File: src/rtl/trap_ctrl_if.sv
// rtl/trap_ctrl_if.sv - commit-stage event and CSR write-back signals of the trap controller
interface trap_ctrl_if;
   logic        valid_i;
   logic [31:0] pc_i;
   logic [31:0] instr_i;
   logic [31:0] addr_i;
   logic        exc_fetch_mis_i;
   logic        exc_illegal_i;
   logic        exc_ebreak_i;
   logic        exc_ecall_i;
   logic        exc_load_mis_i;
   logic        exc_store_mis_i;
   logic        mret_i;
   logic        irq_ext_i;
   logic        irq_timer_i;
   logic [31:0] mstatus_i;
   logic [31:0] mtvec_i;
   logic [31:0] mepc_i;

   logic        we_exc_o;
   logic [31:0] mcause_d_o;
   logic [31:0] mepc_d_o;
   logic [31:0] mtval_d_o;
   logic [31:0] mstatus_d_o;
   logic        redirect_o;
   logic [31:0] redirect_pc_o;
   logic        busy_o;

   modport master (
      output valid_i, pc_i, instr_i, addr_i,
      output exc_fetch_mis_i, exc_illegal_i, exc_ebreak_i, exc_ecall_i,
      output exc_load_mis_i, exc_store_mis_i, mret_i,
      output irq_ext_i, irq_timer_i, mstatus_i, mtvec_i, mepc_i,
      input  we_exc_o, mcause_d_o, mepc_d_o, mtval_d_o, mstatus_d_o,
      input  redirect_o, redirect_pc_o, busy_o
   );

   modport slave (
      input  valid_i, pc_i, instr_i, addr_i,
      input  exc_fetch_mis_i, exc_illegal_i, exc_ebreak_i, exc_ecall_i,
      input  exc_load_mis_i, exc_store_mis_i, mret_i,
      input  irq_ext_i, irq_timer_i, mstatus_i, mtvec_i, mepc_i,
      output we_exc_o, mcause_d_o, mepc_d_o, mtval_d_o, mstatus_d_o,
      output redirect_o, redirect_pc_o, busy_o
   );
endinterface

File: src/rtl/trap_ctrl.sv
// rtl/trap_ctrl.sv - machine-mode trap/mret sequencer: CSR write strobe then fetch redirect
module trap_ctrl (
   input  logic         clk_i,
   input  logic         rst_ni,
   trap_ctrl_if.slave   bus
);

   typedef enum logic [1:0] {IDLE, TRAP_WR, MRET_WR, REDIRECT} state_t;

   state_t      state;
   logic [31:0] target_q;

   logic        take_trap;
   logic        take_mret;
   logic        is_irq;
   logic        mie;
   logic [31:0] cause_n;
   logic [31:0] mtval_n;
   logic [31:0] trap_base;
   logic [31:0] vec_off;
   logic [31:0] target_n;
   logic [31:0] trap_mstatus;
   logic [31:0] mret_mstatus;

   // Pick the highest-priority event this cycle and derive its cause, tval and target.
   always_comb begin
      take_trap = 1'b0;
      is_irq    = 1'b0;
      cause_n   = 32'h0;
      mtval_n   = 32'h0;
      mie       = bus.mstatus_i[3];
      if (bus.valid_i) begin
         if (bus.exc_fetch_mis_i) begin
            take_trap = 1'b1;
            cause_n   = 32'd0;
            mtval_n   = bus.pc_i;
         end else if (bus.exc_illegal_i) begin
            take_trap = 1'b1;
            cause_n   = 32'd2;
            mtval_n   = bus.instr_i;
         end else if (bus.exc_ebreak_i) begin
            take_trap = 1'b1;
            cause_n   = 32'd3;
         end else if (bus.exc_ecall_i) begin
            take_trap = 1'b1;
            cause_n   = 32'd11;
         end else if (bus.exc_load_mis_i) begin
            take_trap = 1'b1;
            cause_n   = 32'd4;
            mtval_n   = bus.addr_i;
         end else if (bus.exc_store_mis_i) begin
            take_trap = 1'b1;
            cause_n   = 32'd6;
            mtval_n   = bus.addr_i;
         end else if (bus.irq_ext_i && mie) begin
            take_trap = 1'b1;
            is_irq    = 1'b1;
            cause_n   = 32'h8000_000B;
         end else if (bus.irq_timer_i && mie) begin
            take_trap = 1'b1;
            is_irq    = 1'b1;
            cause_n   = 32'h8000_0007;
         end
      end
      // A simultaneous exception or interrupt always discards the mret.
      take_mret = bus.valid_i && bus.mret_i && !take_trap;

      trap_base = {bus.mtvec_i[31:2], 2'b00};
      vec_off   = {25'd0, cause_n[4:0], 2'b00};
      target_n  = (is_irq && (bus.mtvec_i[1:0] == 2'b01)) ? trap_base + vec_off : trap_base;

      trap_mstatus        = bus.mstatus_i;
      trap_mstatus[7]     = bus.mstatus_i[3];
      trap_mstatus[3]     = 1'b0;
      trap_mstatus[12:11] = 2'b11;

      mret_mstatus        = bus.mstatus_i;
      mret_mstatus[3]     = bus.mstatus_i[7];
      mret_mstatus[7]     = 1'b1;
      mret_mstatus[12:11] = 2'b11;
   end

   // Sequencer: accept in IDLE, one CSR write cycle, one redirect cycle, back to IDLE.
   always_ff @(posedge clk_i or negedge rst_ni) begin
      if (!rst_ni) begin
         state             <= IDLE;
         target_q          <= 32'h0;
         bus.we_exc_o      <= 1'b0;
         bus.mcause_d_o    <= 32'h0;
         bus.mepc_d_o      <= 32'h0;
         bus.mtval_d_o     <= 32'h0;
         bus.mstatus_d_o   <= 32'h0;
         bus.redirect_o    <= 1'b0;
         bus.redirect_pc_o <= 32'h0;
         bus.busy_o        <= 1'b0;
      end else begin
         case (state)
            IDLE: begin
               bus.we_exc_o   <= 1'b0;
               bus.redirect_o <= 1'b0;
               if (take_trap) begin
                  state           <= TRAP_WR;
                  bus.we_exc_o    <= 1'b1;
                  bus.busy_o      <= 1'b1;
                  bus.mcause_d_o  <= cause_n;
                  bus.mepc_d_o    <= {bus.pc_i[31:2], 2'b00};
                  bus.mtval_d_o   <= mtval_n;
                  bus.mstatus_d_o <= trap_mstatus;
                  target_q        <= target_n;
               end else if (take_mret) begin
                  // mcause/mtval keep the values of the last trap.
                  state           <= MRET_WR;
                  bus.we_exc_o    <= 1'b1;
                  bus.busy_o      <= 1'b1;
                  bus.mepc_d_o    <= bus.mepc_i;
                  bus.mstatus_d_o <= mret_mstatus;
                  target_q        <= {bus.mepc_i[31:2], 2'b00};
               end
            end
            TRAP_WR, MRET_WR: begin
               state             <= REDIRECT;
               bus.we_exc_o      <= 1'b0;
               bus.redirect_o    <= 1'b1;
               bus.redirect_pc_o <= target_q;
            end
            default: begin
               state          <= IDLE;
               bus.redirect_o <= 1'b0;
               bus.busy_o     <= 1'b0;
            end
         endcase
      end
   end

endmodule

File: src/flat_wrapper.sv
// flat-port wrapper written by rule: the top's interface ports become plain ports
module trap_ctrl_flat 
  (clk_i, rst_ni, bus_valid_i, bus_pc_i, bus_instr_i, bus_addr_i, bus_exc_fetch_mis_i, bus_exc_illegal_i, bus_exc_ebreak_i, bus_exc_ecall_i, bus_exc_load_mis_i, bus_exc_store_mis_i, bus_mret_i, bus_irq_ext_i, bus_irq_timer_i, bus_mstatus_i, bus_mtvec_i, bus_mepc_i, bus_we_exc_o, bus_mcause_d_o, bus_mepc_d_o, bus_mtval_d_o, bus_mstatus_d_o, bus_redirect_o, bus_redirect_pc_o, bus_busy_o);
  trap_ctrl_if bus_i ();
  input  logic clk_i;
  input  logic rst_ni;
  input wire logic [$bits(bus_i.valid_i)-1:0] bus_valid_i;
  input wire logic [$bits(bus_i.pc_i)-1:0] bus_pc_i;
  input wire logic [$bits(bus_i.instr_i)-1:0] bus_instr_i;
  input wire logic [$bits(bus_i.addr_i)-1:0] bus_addr_i;
  input wire logic [$bits(bus_i.exc_fetch_mis_i)-1:0] bus_exc_fetch_mis_i;
  input wire logic [$bits(bus_i.exc_illegal_i)-1:0] bus_exc_illegal_i;
  input wire logic [$bits(bus_i.exc_ebreak_i)-1:0] bus_exc_ebreak_i;
  input wire logic [$bits(bus_i.exc_ecall_i)-1:0] bus_exc_ecall_i;
  input wire logic [$bits(bus_i.exc_load_mis_i)-1:0] bus_exc_load_mis_i;
  input wire logic [$bits(bus_i.exc_store_mis_i)-1:0] bus_exc_store_mis_i;
  input wire logic [$bits(bus_i.mret_i)-1:0] bus_mret_i;
  input wire logic [$bits(bus_i.irq_ext_i)-1:0] bus_irq_ext_i;
  input wire logic [$bits(bus_i.irq_timer_i)-1:0] bus_irq_timer_i;
  input wire logic [$bits(bus_i.mstatus_i)-1:0] bus_mstatus_i;
  input wire logic [$bits(bus_i.mtvec_i)-1:0] bus_mtvec_i;
  input wire logic [$bits(bus_i.mepc_i)-1:0] bus_mepc_i;
  output wire logic [$bits(bus_i.we_exc_o)-1:0] bus_we_exc_o;
  output wire logic [$bits(bus_i.mcause_d_o)-1:0] bus_mcause_d_o;
  output wire logic [$bits(bus_i.mepc_d_o)-1:0] bus_mepc_d_o;
  output wire logic [$bits(bus_i.mtval_d_o)-1:0] bus_mtval_d_o;
  output wire logic [$bits(bus_i.mstatus_d_o)-1:0] bus_mstatus_d_o;
  output wire logic [$bits(bus_i.redirect_o)-1:0] bus_redirect_o;
  output wire logic [$bits(bus_i.redirect_pc_o)-1:0] bus_redirect_pc_o;
  output wire logic [$bits(bus_i.busy_o)-1:0] bus_busy_o;
  assign bus_i.valid_i = bus_valid_i;
  assign bus_i.pc_i = bus_pc_i;
  assign bus_i.instr_i = bus_instr_i;
  assign bus_i.addr_i = bus_addr_i;
  assign bus_i.exc_fetch_mis_i = bus_exc_fetch_mis_i;
  assign bus_i.exc_illegal_i = bus_exc_illegal_i;
  assign bus_i.exc_ebreak_i = bus_exc_ebreak_i;
  assign bus_i.exc_ecall_i = bus_exc_ecall_i;
  assign bus_i.exc_load_mis_i = bus_exc_load_mis_i;
  assign bus_i.exc_store_mis_i = bus_exc_store_mis_i;
  assign bus_i.mret_i = bus_mret_i;
  assign bus_i.irq_ext_i = bus_irq_ext_i;
  assign bus_i.irq_timer_i = bus_irq_timer_i;
  assign bus_i.mstatus_i = bus_mstatus_i;
  assign bus_i.mtvec_i = bus_mtvec_i;
  assign bus_i.mepc_i = bus_mepc_i;
  assign bus_we_exc_o = bus_i.we_exc_o;
  assign bus_mcause_d_o = bus_i.mcause_d_o;
  assign bus_mepc_d_o = bus_i.mepc_d_o;
  assign bus_mtval_d_o = bus_i.mtval_d_o;
  assign bus_mstatus_d_o = bus_i.mstatus_d_o;
  assign bus_redirect_o = bus_i.redirect_o;
  assign bus_redirect_pc_o = bus_i.redirect_pc_o;
  assign bus_busy_o = bus_i.busy_o;
  trap_ctrl u_core (.clk_i(clk_i), .rst_ni(rst_ni), .bus(bus_i));
endmodule
File: config.mk
export PLATFORM = sky130hd
export DESIGN_NAME = trap_ctrl_flat
export DESIGN_NICKNAME = d
export VERILOG_FILES = /design/src/rtl/trap_ctrl_if.sv /design/src/rtl/trap_ctrl.sv /design/src/flat_wrapper.sv
export SDC_FILE = /design/constraint.sdc
export NUM_CORES = 1
export LEC_CHECK = 0
export CELL_PAD_IN_SITES_DETAIL_PLACEMENT = 0
export CELL_PAD_IN_SITES_GLOBAL_PLACEMENT = 1
export CORE_ASPECT_RATIO = 0.8
export CORE_UTILIZATION = 28
export DETAILED_ROUTE_END_ITERATION = 8
export PLACE_DENSITY = 0.9
export SLEW_MARGIN = 20
export SYNTH_ARGS = -nofsm -noshare
export SYNTH_HDL_FRONTEND = slang
export SYNTH_SLANG_ARGS = --single-unit
File: constraint.sdc
create_clock -name clk_i -period 2 [get_ports clk_i]
set_input_delay 0.3 -clock clk_i [delete_from_list [all_inputs] [get_ports clk_i]]
set_output_delay 0.3 -clock clk_i [all_outputs]
set_load 0.02 [all_outputs]
# [Yosys cells after proc, flatten, opt, wreduce, memory -nomap -nowiden]
# Cells that the tools add are included.
[classes] div_mod_pow=0 n_lt_le_gt_ge=0 multipliers=0 bitwise=1 n_reduce_logical=13 eq_ne=4 muxes=49 n_addsub=1 shift=0
[op_table] cell="$mux 32" count=23
[op_table] cell="$add 32x7->32" count=1
[op_table] cell="$mux 1" count=21
[op_table] cell="$reduce_and 2->1" count=3
[op_table] cell="$logic_and 1x1->1" count=5
[op_table] cell="$eq 2x1->1 const B" count=2
[op_table] cell="$mux 2" count=2
[op_table] cell="$pmux 1 s2" count=2
[op_table] cell="$pmux 2 s2" count=1
[op_table] cell="$reduce_bool 2->1" count=2
[op_table] cell="$ne 3x1->1 const B" count=1
[op_table] cell="$eq 2x2->1 const B" count=1
[op_table] cell="$logic_not 2->1" count=1
[op_table] cell="$reduce_or 2->1" count=1
[op_table] cell="$logic_not 1->1" count=1
[op_table] cell="$not 1->1" count=1
[totals] memories=0 elab_cells=78 out_inout_bits=163 mem_bits_ro=0 ram_bits=0 in_bits=204 latch_bits=0 regBits=197

# [Depth between registers and ports, before layout]
# Gate-level depths: netlist of the first run.
[logic_depth] word_depth=15 mapped_depth=13 ltp_nobuf=11

# [Worst setup path after synthesis of the first run]
# OpenSTA, ideal clock, no wires.
[synth_timing] path_kind="input to register" startpoint="input port bus_exc_load_mis_i" endpoint="register u_core.target_q[26]" path_stages=13 setup_ns=0.142 required_time_ns=1.858 slack_ns=-0.815 n_path_buf=2 arrival_time_ns=2.672 path_cell_list="or2_2 -> clkbuf_1 -> clkbuf_1 -> nor2_1 -> nor3_1 -> nor2_1 -> ha_1 -> fa_1 -> a21o_1 -> a21oi_1 -> nor4b_1 -> xnor2_1 -> o221ai_1"
[synth_between] elab_cells_between_ends=26 classes_between="1 x add/sub; 20 x mux; 5 x reduce/logical"
[synth_lines] element="from (decl)" line="flat_wrapper.sv:15" source="input wire logic [$bits(bus_i.exc_load_mis_i)-1:0] bus_exc_load_mis_i;"
[synth_lines] element="$mux 32" line="trap_ctrl.sv:47" source="end else if (bus.exc_load_mis_i) begin"
[synth_lines] element="$mux 32" line="trap_ctrl.sv:44" source="end else if (bus.exc_ecall_i) begin"
[synth_lines] element="$mux 32" line="trap_ctrl.sv:41" source="end else if (bus.exc_ebreak_i) begin"
[synth_lines] element="$mux 32" line="trap_ctrl.sv:37" source="end else if (bus.exc_illegal_i) begin"
[synth_lines] element="$mux 32" line="trap_ctrl.sv:33" source="if (bus.exc_fetch_mis_i) begin"
[synth_lines] element="$mux 32" line="trap_ctrl.sv:32" source="if (bus.valid_i) begin"
[synth_lines] element="named net u_core.cause_n[0]" line="trap_ctrl.sv:17" source="logic [31:0] cause_n;"
[synth_lines] element="$add 32x7->32" line="trap_ctrl.sv:70" source="target_n = (is_irq && (bus.mtvec_i[1:0] == 2'b01)) ? trap_base + vec_off : trap_base;"
[synth_lines] element="$mux 32" line="trap_ctrl.sv:70"
[synth_lines] element="$mux 32" line="trap_ctrl.sv:101" source="if (take_trap) begin"
[synth_lines] element="to (signal assigned)" line="trap_ctrl.sv:109" source="target_q <= target_n;"
[synth_lines] element="to (signal assigned)" line="trap_ctrl.sv:117" source="target_q <= {bus.mepc_i[31:2], 2'b00};"
[synth_lines] element="to (decl)" line="trap_ctrl.sv:11" source="logic [31:0] target_q;"
# The timed path passes the listed nets, and every way through them passes these cells.
# A chain may end at the register's enable or synchronous reset.

# [Final worst setup path of the first run]
[layout_timing] startpoint="input port bus_irq_timer_i" endpoint="register u_core.target_q[23]"
[layout_between] elab_cells_between_ends=34 classes_between="1 x add/sub; 27 x mux; 6 x reduce/logical"
[layout_lines] element="from (decl)" line="flat_wrapper.sv:19" source="input wire logic [$bits(bus_i.irq_timer_i)-1:0] bus_irq_timer_i;"
[layout_lines] element="$logic_and 1x1->1" line="trap_ctrl.sv:59" source="end else if (bus.irq_timer_i && mie) begin"
[layout_lines] element="$mux 32" line="trap_ctrl.sv:59"
[layout_lines] element="$mux 32" line="trap_ctrl.sv:55" source="end else if (bus.irq_ext_i && mie) begin"
[layout_lines] element="$mux 32" line="trap_ctrl.sv:51" source="end else if (bus.exc_store_mis_i) begin"
[layout_lines] element="$mux 32" line="trap_ctrl.sv:47"
[layout_lines] element="$mux 32" line="trap_ctrl.sv:44"
[layout_lines] element="$mux 32" line="trap_ctrl.sv:41"
[layout_lines] element="$mux 32" line="trap_ctrl.sv:37"
[layout_lines] element="$mux 32" line="trap_ctrl.sv:33"
[layout_lines] element="$mux 32" line="trap_ctrl.sv:32"
[layout_lines] element="named net u_core.cause_n[1]" line="trap_ctrl.sv:17"
[layout_lines] element="$add 32x7->32" line="trap_ctrl.sv:70"
[layout_lines] element="$mux 32" line="trap_ctrl.sv:70"
[layout_lines] element="$mux 32" line="trap_ctrl.sv:101"
# The timed path passes the listed nets, and every way through them passes these cells.

==> metrics.csv, run 1 <==
stage,metric,value,unit
yosys,yosys_warnings,0,
clocking,cts_tree,done,
timing,hold_viol_final,0,
pwr,power_density,1300,nW/µm²
yosys,yosys_most_used_dff,dfrtp_1,
place,gp_congestion,0.904,
yosys,synth-seq-cells,165,
clocking,cts.sinks,165,
place,hpwl,26000,µm
setup_path,path_common_cell,buf_6,
grt,grt_max_degree,70,
pwr,p_leak,6.06,nW
die,pin_count,367,
setup_path,crit_path_top_delay_cell,or4b_4,
clocking,cts_root_buffer,clkbuf_16,
grt,grt_usage,0.217,
setup_path,start_kind,primary input,
timing,fin_crit,2.23,ns
job,maxCapViolCount,0,
timing,fin_skew,0.0134,ns
die,core-area,29400,µm²
routing,routed_via_density,5.03,
outcome,status,finished with violations,
layout,fin_area,14100,µm²
routing,totalWireLength,34300,µm
layout,register_area,4130,µm²
routing,dr.pass1.iters,5,
setup_path,arrival,2.57,ns
place,place_inst,1689,
setup_path,crit_type,primary input to register,
clocking,cts_max_path_buffers,2,
grt,grt_overflow,0,
place,numPortBuffers,335,
timing,finalCritPeriodShare,1.11,
yosys,ys_seq_area_frac,0.490,
timing,setup_viol,25,
routing,routed-via-count,8780,
layout,multi_input_area,4280,µm²
setup_path,cp_data_required_time,2.35,ns
yosys,synthArstFlopShare,1.00,
die,rows,56,
routing,routedWlPerCell,19.7,µm
layout,fin_cells,1747,
layout,nNetsFinal,1565,
clocking,clk_latency,0.44,ns
clocking,cts_buffers,17,
grt,grt_pass1_wl,50600,µm
outcome,violations,setup timing,
yosys,netlist_area,8420,µm²
grt,grt_pass1_vias,8629,
die,die_w,196,µm
yosys,synth.avg_cell_area,8.98,µm²
routing,drt_iter0_drc,478,
timing,slew_headroom,0.586,
layout,fill_cells,2736,
yosys,yosysUniqueCellTypes,53,
die,die_area,30800,µm²
yosys,syn_inst,938,
routing,antenna_left,0,
setup_path,cp_cell_sequence,buf_6 > buf_6 > o21a_1 > nor2_1 > o21ai_1 > and3b_2 > ha_1 > a21oi_4 > o22ai_4 > or4b_4 > xor2_2 > o22ai_2,
layout,drive_above_1_share,0.193,
routing,drc,0,
pwr,peakVddDrop,0.675,mV
min_path,min_path_type,primary input to register,
timing,max_freq,449,MHz
clocking,cts.clk_slew.worst_paths,0.07,ns
yosys,synth_edf_count,0,
setup_path,crit_fanout,4,
setup_path,critPathCaptureType,register,
timing,final_max_slew_viol_count,0,
grt,antenna_found_initial,3,
setup_path,critical-path-max-stage-delay,0.51,ns
layout,areaGrowthSynthToFinish,67.0,%
die,start_util,0.286,
clocking,h-tree-depth,4,
place,placed_cell_area,12900,µm²
die,dieHeight,157,µm
timing,timing.final.ws_setup,-0.225,ns
timing,finalSetupTns,-3.17,ns
timing,rsz0062_at_grt,true,
timing,tightest_slew,0.620,ns
[cells in the mapped netlist (3+ instances only)]
cell / instances / area share
nand2_1: 214 / 0.095
dfrtp_1: 165 / 0.49
nor2_1: 90 / 0.040
clkbuf_1: 55 / 0.025
o21ai_0: 48 / 0.029
a21oi_1: 45 / 0.027
a31oi_1: 35 / 0.026
mux2_2: 33 / 0.044
a32oi_1: 32 / 0.033
buf_4: 30 / 0.027
nand3_1: 20 / 0.012
nand4_1: 19 / 0.014
nor3_1: 13 / 0.0077
o221ai_1: 11 / 0.011
mux2i_1: 10 / 0.012
buf_1: 9 / 0.0040
xor2_1: 9 / 0.0094
xnor2_1: 8 / 0.0083
and3_1: 7 / 0.0052
a211oi_1: 6 / 0.0053
ha_1: 6 / 0.0089
inv_1: 6 / 0.0027
nor4_1: 6 / 0.0045
o21bai_1: 6 / 0.0053
a21o_1: 5 / 0.0045
o22ai_1: 5 / 0.0037
o211ai_1: 4 / 0.0036
and2_1: 3 / 0.0022
buf_2: 3 / 0.0018
o31ai_1: 3 / 0.0027
or3_1: 3 / 0.0022
[kinds of logic after synthesis]
kind of cell               count (synthesis)  share of synthesized area
AOI/OAI and AO/OA                        210                      0.163
xor gates and xnor gates                  17                     0.0177
adders and majority gates                  7                     0.0113
buffers and inverters                    105                     0.0624
DFF                                      165                      0.490
muxes                                     43                     0.0560
other                                      1                   0.000445
and+or+nand+nor                          390                      0.199
[placed cells by master (no fill, tap or decap), types with 13 or more instances in the layout]
cell type        count
buf_4              106
mux2_2              33
nand2_1            210
clkbuf_16           20
nand3_1             13
a32oi_1             32
nand4_1             19
a21oi_1             41
a31oi_1             34
o21ai_0             43
buf_6               16
nor2_1              85
dfrtp_1            165
conb_1              29
clkdlybuf4s50_1    322
[cell type report]
cell class | instances | share of cell area
Antenna cell | 3 | 0.000534
Clock buffer | 20 | 0.0325
Clock inverter | 12 | 0.00854
Inverter | 6 | 0.00160
Multi-Input combinational cell | 696 | 0.304
Sequential cell | 165 | 0.294
Tap cell | 377 | 0.0335
Timing Repair Buffer | 468 | 0.326
[worst paths after layout]
kind	start	end	slack, ns	cells after the start
max	bus_irq_timer_i	u_core.target_q[23]	-0.23	12
min	bus_irq_ext_i	u_core.bus.mcause_d_o[31]	0.34	5
max reg2reg	u_core.state[1]	u_core.target_q[29]	0.04	8
min reg2reg	u_core.bus.mepc_d_o[0]	u_core.bus.mepc_d_o[0]	0.47	2
max in group asynchronous	rst_ni	u_core.bus.mstatus_d_o[17]	0.91	3
min in group asynchronous	rst_ni	u_core.bus.mstatus_d_o[1]	0.38	2
[report_power, final]
part           internal [mW]  switching (mW)  total (mW)
combinational           4.48            4.65        9.13
clock                   1.80            1.47        3.27
sequential              4.96           0.881        5.84
[sequential cells by signal, summed over array words and instances, names as in the netlist, 2 cells and up]
| register | flops |
|---|---|
| u_core.bus.mtval_d_o | 32 |
| u_core.state | 2 |
| u_core.bus.mstatus_d_o | 31 |
| u_core.bus.mepc_d_o | 32 |
| u_core.bus.mcause_d_o | 5 |
| u_core.target_q | 30 |
| u_core.bus.redirect_pc_o | 30 |
[worst max-delay path: cells and delay by family]
family          cells  cell delay [ns]
fa+ha+maj           1             0.32
xor+xnor            1             0.19
compound gates      5             0.69
simple gates        3             0.87
buf+inv             2             0.20
[what timing repair did]
action,in CTS,in global routing
setup endpoints to repair,134,69
pin swaps,50,30
resized for setup,84,23
endpoints found under the hold margin,42,0
buffers inserted,14,6
cloned,1,3
hold buffers,1,0
[per-stage QoR]
step / hold WS (ns) / power [mW] / util / setup WS, ns
after floorplan: 0.00441 / 10.3 / - / -0.507
after global placement: 0.279 / 14.6 / 0.440 / -0.990
after detailed placement: 0.282 / 14.8 / 0.440 / -1.05
after CTS: 0.314 / 18.2 / 0.470 / -0.180
after global routing: 0.354 / 19.3 / 0.478 / -0.291
final: 0.340 / 18.2 / 0.478 / -0.225
[routing by layer]
layer	global-route usage	routed length, µm	up-vias
met5	0	0	-
met4	0.0558	735	0
met3	0.0624	2660	61
met2	0.363	16100	416
met1	0.274	14800	4213
li1	-	-	4090
Power figures use the tool's default switching activity.
==> run 2: changes to the inputs <==
CORE_UTILIZATION = 31   (was 28)
PLACE_DENSITY = 0.94   (was 0.9)
clock period = 2.2 ns   (was 2 ns; I/O delays follow)
==> metrics.csv, run 2 (same netlist as run 1, synthesis figures left out) <==
stage,metric,value,unit
die,core-area,26500,µm²
pwr,power_frac_clock,0.183,
setup_path,arrival,2.56,ns
pwr,p_comb_frac,0.493,
timing,final_max_slew_viol_count,0,
layout,areaGrowthSynthToFinish,64.2,%
grt,grt_pass1_vias,8188,
routing,routed_via_density,4.98,
routing,drc,0,
routing,routedWlPerCell,18.9,µm
place,placed_cell_area,12900,µm²
setup_path,crit_start,bus_exc_store_mis_i,
die,dieHeight,149,µm
grt,grt_pass1_wl,47800,µm
min_path,min_path_type,primary input to register,
layout,largestRegisters,"u_core.bus.mepc_d_o x32, u_core.bus.mtval_d_o x32, u_core.bus.mstatus_d_o x31",
layout,fill_cells,2329,
layout,fin_util,0.523,
place,hpwl,25100,µm
setup_path,cp_cell_sequence,clkdlybuf4s15_1 > or2_4 > nor2_4 > nor3_4 > nor2_4 > ha_4 > fa_2 > a211oi_2 > nor2_2 > nand3_2 > or4_1 > a31oi_1,
timing,setup_viol,1,
setup_path,cp_data_required_time,2.54,ns
pwr,power_density,1190,nW/µm²
timing,timing.final.ws_setup,-0.0199,ns
setup_path,r2r_start,u_core.state[0],
setup_path,start_kind,primary input,
grt,antenna_found_initial,3,
clocking,cts.clk_slew.worst_paths,0.07,ns
layout,fin_cells,1707,
clocking,cts_tree,done,
timing,hold-worst-slack,0.349,ns
place,place_inst,1658,
setup_path,crit_type,primary input to register,
timing,tightest_slew,0.605,ns
setup_path,critical-path-max-stage-delay,0.53,ns
die,start_util,0.318,
pwr,p_int,10.2,mW
die,pin_count,367,
place,gp_congestion,0.853,
layout,final_common_cell,clkdlybuf4s50_1,
timing,slew_headroom,0.597,
routing,drt_iter0_drc,497,
timing,finalCritPeriodShare,1.01,
clocking,cts_root_buffer,clkbuf_16,
routing,routed-via-count,8494,
clocking,clk_latency,0.42,ns
clocking,cts_max_path_buffers,2,
pwr,p_leak,5.92,nW
min_path,hp-start,bus_exc_illegal_i,
outcome,status,finished with violations,
die,die_area,27800,µm²
routing,dr.pass1.iters,4,
outcome,violations,setup timing,
setup_path,crit_path_top_delay_cell,or4_1,
timing,fin_skew,0.0117,ns
timing,fin_crit,2.22,ns
die,rows,53,
pwr,peakVddDrop,0.594,mV
grt,grt_max_degree,65,
die,die_w,186,µm
routing,totalWireLength,32300,µm
clocking,cts.sinks,165,
clocking,h-tree-depth,4,
setup_path,critPathCaptureType,register,
timing,hold_viol_final,0,
layout,drive_above_1_share,0.179,
layout,nNetsFinal,1546,
grt,grt_usage,0.229,
clocking,cts_buffers,17,
layout,final_cell_mix,"322 x clkdlybuf4s50_1, 213 x nand2_1, 165 x dfrtp_1, 93 x buf_4, 86 x nor2_1",
pwr,p_switching,6.29,mW
layout,fin_area,13800,µm²
grt,grt_overflow,0,
setup_path,crit_fanout,3,
routing,antenna_left,0,
job,maxCapViolCount,0,
pwr,switching_share,0.381,
timing,max_freq,450,MHz
timing,rsz0062_at_grt,true,
setup_path,path_common_cell,nor2_4,
pwr,p_seq_frac,0.324,
place,numPortBuffers,335,
[run 2: cell count changes in the layout (fill, tap and decap cells not counted), moves of 3 or more]
cell	change
nand2_1	+3
nand2_2	-3
clkinvlp_4	-4
buf_4	-13
clkbuf_16	-3
o21ai_1	-3
[run 2: worst paths after layout]
check | end | slack (ns) | cells past startpoint
setup reg to reg | u_core.target_q[5] | 0.27 | 9
max in group asynchronous | u_core.bus.mepc_d_o[2] | 1.02 | 3
hold reg to reg | u_core.bus.mstatus_d_o[3] | 0.47 | 2
hold / removal | u_core.bus.mcause_d_o[0] | 0.35 | 3
setup / recovery | u_core.target_q[22] | -0.02 | 12
min in group asynchronous | u_core.bus.redirect_pc_o[17] | 0.45 | 2
[run 2: power by group through the flow]
stage / Clock (mW) / Sequential [mW] / Combinational (mW)
floorplan: 0 / 6.64 / 2.72
global placement: 0 / 5.32 / 7.95
detailed placement: 0 / 5.36 / 8.10
CTS: 3.12 / 5.33 / 8.17
global route: 3.24 / 5.50 / 8.73
finish: 3.03 / 5.34 / 8.13
[run 2: through the flow]
| step | power [mW] | setup WS (ns) | setup TNS, ns |
|---|---|---|---|
| after global placement | 13.3 | -0.820 | -62.73 |
| after floorplan | 9.37 | -0.337 | -4.37 |
| after global routing | 17.5 | -0.0734 | -0.115 |
| after detailed placement | 13.5 | -0.958 | -67.04 |
| final | 16.5 | -0.0199 | -0.0199 |
| after CTS | 16.6 | 0.00611 | 0 |
[run 2: critical path: cells and delay by family]
kind	cells	cell delay, ns
AOI/OAI and AO/OA	2	0.26
adders and majority gates	2	0.39
buffers and inverters	1	0.18
and+or+nand+nor	7	1.39
[run 2: final cells by class]
type | instances | area (µm²) | share of cell area
clock inverters | 13 | 148 | 0.0107
well taps | 357 | 447 | 0.0323
repair buffers | 449 | 4390 | 0.317
flip-flops and latches | 165 | 4130 | 0.299
diodes | 2 | 5.00 | 0.000362
inverters | 6 | 22.5 | 0.00163
clock buffers | 19 | 443 | 0.0320
multi-input cells | 696 | 4250 | 0.307
[run 2: per-layer routing]
| metal | GRT usage | vias up | routed length [µm] |
|---|---|---|---|
| met4 | 0.0574 | 2 | 427 |
| met3 | 0.0657 | 29 | 2760 |
| li1 | - | 4060 | - |
| met5 | 0 | - | 13 |
| met1 | 0.291 | 4034 | 13600 |
| met2 | 0.381 | 369 | 15400 |
[run 2: what timing repair did]
item                                    in CTS  in global routing
setup buffers                               11                  4
endpoints found under the hold margin       49                  0
hold buffers                                 1                  0
gates resized for setup                     73                 23
endpoints found under the setup margin      73                 18
pin swaps                                   29                 23
==> run 3: changes to the inputs <==
CORE_ASPECT_RATIO = default   (was 0.8)
GPL_ROUTABILITY_DRIVEN = 0   (was default)
==> metrics.csv, run 3 (same netlist as run 1, synthesis figures left out) <==
stage,metric,value,unit
clocking,cts_max_path_buffers,2,
pwr,power_density,1200,nW/µm²
grt,grt_pass1_vias,8814,
timing,finalCritPeriodShare,1.01,
die,die_area,27800,µm²
pwr,p_seq_frac,0.327,
place,hpwl,25200,µm
grt,antenna_found_initial,7,
die,core-area,26400,µm²
die,dieHeight,167,µm
layout,final_cell_mix,"322 x clkdlybuf4s50_1, 213 x nand2_1, 165 x dfrtp_1, 96 x buf_4, 86 x nor2_1",
routing,dr.pass1.iters,5,
layout,nNetsFinal,1550,
routing,routed-via-count,8725,
die,rows,59,
pwr,switching_share,0.386,
timing,setup_viol,4,
layout,drive_above_1_share,0.178,
layout,final_common_cell,clkdlybuf4s50_1,
outcome,status,finished with violations,
min_path,min_path_type,primary input to register,
timing,max_freq,449,MHz
outcome,violations,setup timing,
timing,finalSetupTns,-0.0543,ns
timing,tightest_slew,0.654,ns
setup_path,crit_start,bus_exc_ecall_i,
timing,final_max_slew_viol_count,0,
die,pin_count,367,
pwr,p_comb_frac,0.490,
clocking,cts.clk_slew.worst_paths,0.07,ns
setup_path,r2r_end,u_core.bus.mstatus_d_o[15],
clocking,cts_tree,done,
grt,grt_pass1_wl,50500,µm
setup_path,start_kind,primary input,
pwr,fin_total_pwr,16.4,mW
routing,totalWireLength,32900,µm
grt,grt_max_degree,65,
timing,hold_viol_final,0,
pwr,p_leak,5.90,nW
layout,areaGrowthSynthToFinish,62.6,%
timing,rsz0062_at_grt,true,
die,start_util,0.320,
job,maxCapViolCount,0,
pwr,power_frac_clock,0.182,
die,die_w,167,µm
setup_path,rr_worst_depth,8,
setup_path,r2r_start,u_core.state[0],
timing,fin_skew,0.0112,ns
layout,largestRegisters,"u_core.bus.mepc_d_o x32, u_core.bus.mtval_d_o x32, u_core.bus.mstatus_d_o x31",
setup_path,arrival,2.57,ns
setup_path,crit_path_end,u_core.target_q[24],
routing,routed_via_density,5.16,
grt,grt_overflow,0,
timing,slew_headroom,0.564,
setup_path,crit_type,primary input to register,
routing,routedWlPerCell,19.4,µm
grt,grt_usage,0.237,
clocking,cts_root_buffer,clkbuf_16,
routing,antenna_left,0,
pwr,peakVddDrop,0.609,mV
place,numPortBuffers,335,
routing,drc,0,
pwr,p_int,10.1,mW
clocking,h-tree-depth,4,
clocking,clk_latency,0.43,ns
clocking,cts_buffers,17,
clocking,cts.sinks,165,
setup_path,critPathCaptureType,register,
routing,drt_iter0_drc,695,
setup_path,cp_data_required_time,2.55,ns
setup_path,rrSetupSlack,0.12,ns
setup_path,crit_fanout,5,
timing,timing.final.ws_setup,-0.0250,ns
timing,fin_crit,2.23,ns
pwr,p_switching,6.34,mW
-- run 3: cell count changes in the layout (fill, tap and decap cells not counted), moves of 3 or more --
cell	previous run	this run
buf_2	3	9
buf_12	12	8
nand3_1	13	16
buf_4	93	96
clkinvlp_4	0	5
-- run 3: worst min path at each step --
stage / startpoint / cells after the start / endpoint
6_report: bus_mstatus_i[3] / 3 / u_core.bus.mstatus_d_o[7]
5_1_grt: bus_mstatus_i[3] / 3 / u_core.bus.mstatus_d_o[7]
4_1_cts: bus_exc_store_mis_i / 5 / u_core.bus.mcause_d_o[31]
3_5_place_dp: rst_ni / 1 / u_core.bus.mstatus_d_o[0]
3_3_place_gp: rst_ni / 1 / u_core.bus.mstatus_d_o[0]
2_1_floorplan: rst_ni / 0 / u_core.bus.busy_o
-- run 3: area by class of cell --
class / count / area [µm²]
clock inverters: 14 / 144
well taps: 335 / 419
diodes: 4 / 10.0
clock buffers: 18 / 439
repair buffers: 453 / 4360
multi-input cells: 696 / 4180
fillers: 2349 / 12700
inverters: 6 / 22.5
flip-flops and latches: 165 / 4130
-- run 3: metrics by stage --
step / hold slack (ns) / setup slack, ns / util / instance area [µm²] / instances
final: 0.316 / -0.0250 / 0.520 / 13700 / 1691
after detailed placement: 0.273 / -0.876 / 0.486 / 12800 / 1639
after CTS: 0.292 / -0.0335 / 0.517 / 13600 / 1684
after floorplan: 0.0344 / -0.337 / - / 8670 / 966
after global placement: 0.271 / -0.802 / 0.486 / 12800 / 1639
after global routing: 0.315 / -0.120 / 0.520 / 13700 / 1689
-- run 3: what timing repair did --
action                                 4_1_cts  5_1_grt
cloned                                       1        0
hold buffers                                 1        0
pin swaps                                   35       21
endpoints found under the hold margin       31        0
setup endpoints to repair                  131       26
setup buffers                               12        3
gates resized for setup                     70       12
-- run 3: routing by layer --
layer | part of all wire | up-vias | GRT usage | wire [µm]
met5 | 0.00064 | - | 0 | 21
met4 | 0.030 | 4 | 0.0910 | 1000
met3 | 0.072 | 78 | 0.0656 | 2380
met2 | 0.49 | 413 | 0.403 | 16100
met1 | 0.41 | 4173 | 0.283 | 13400
li1 | - | 4057 | - | -
-- run 3: critical path, stage by stage --
cell	delay, ns
buf_2	0.15
buf_4	0.15
nor3_4	0.17
o21ai_1	0.09
and3b_2	0.26
fa_2	0.39
buf_6	0.13
a21o_1	0.19
a21oi_4	0.24
buf_6	0.14
nor4b_2	0.04
xnor2_1	0.13
o22ai_1	0.15
-- run 3: power groups by stage --
stage | logic (mW) | registers, mW | clock network [mW]
3_5_place_dp | 8.03 | 5.40 | 0
4_1_cts | 8.09 | 5.36 | 3.05
2_1_floorplan | 2.72 | 6.64 | 0
6_report | 8.05 | 5.37 | 2.99
5_1_grt | 8.63 | 5.54 | 3.18
3_3_place_gp | 7.89 | 5.35 | 0
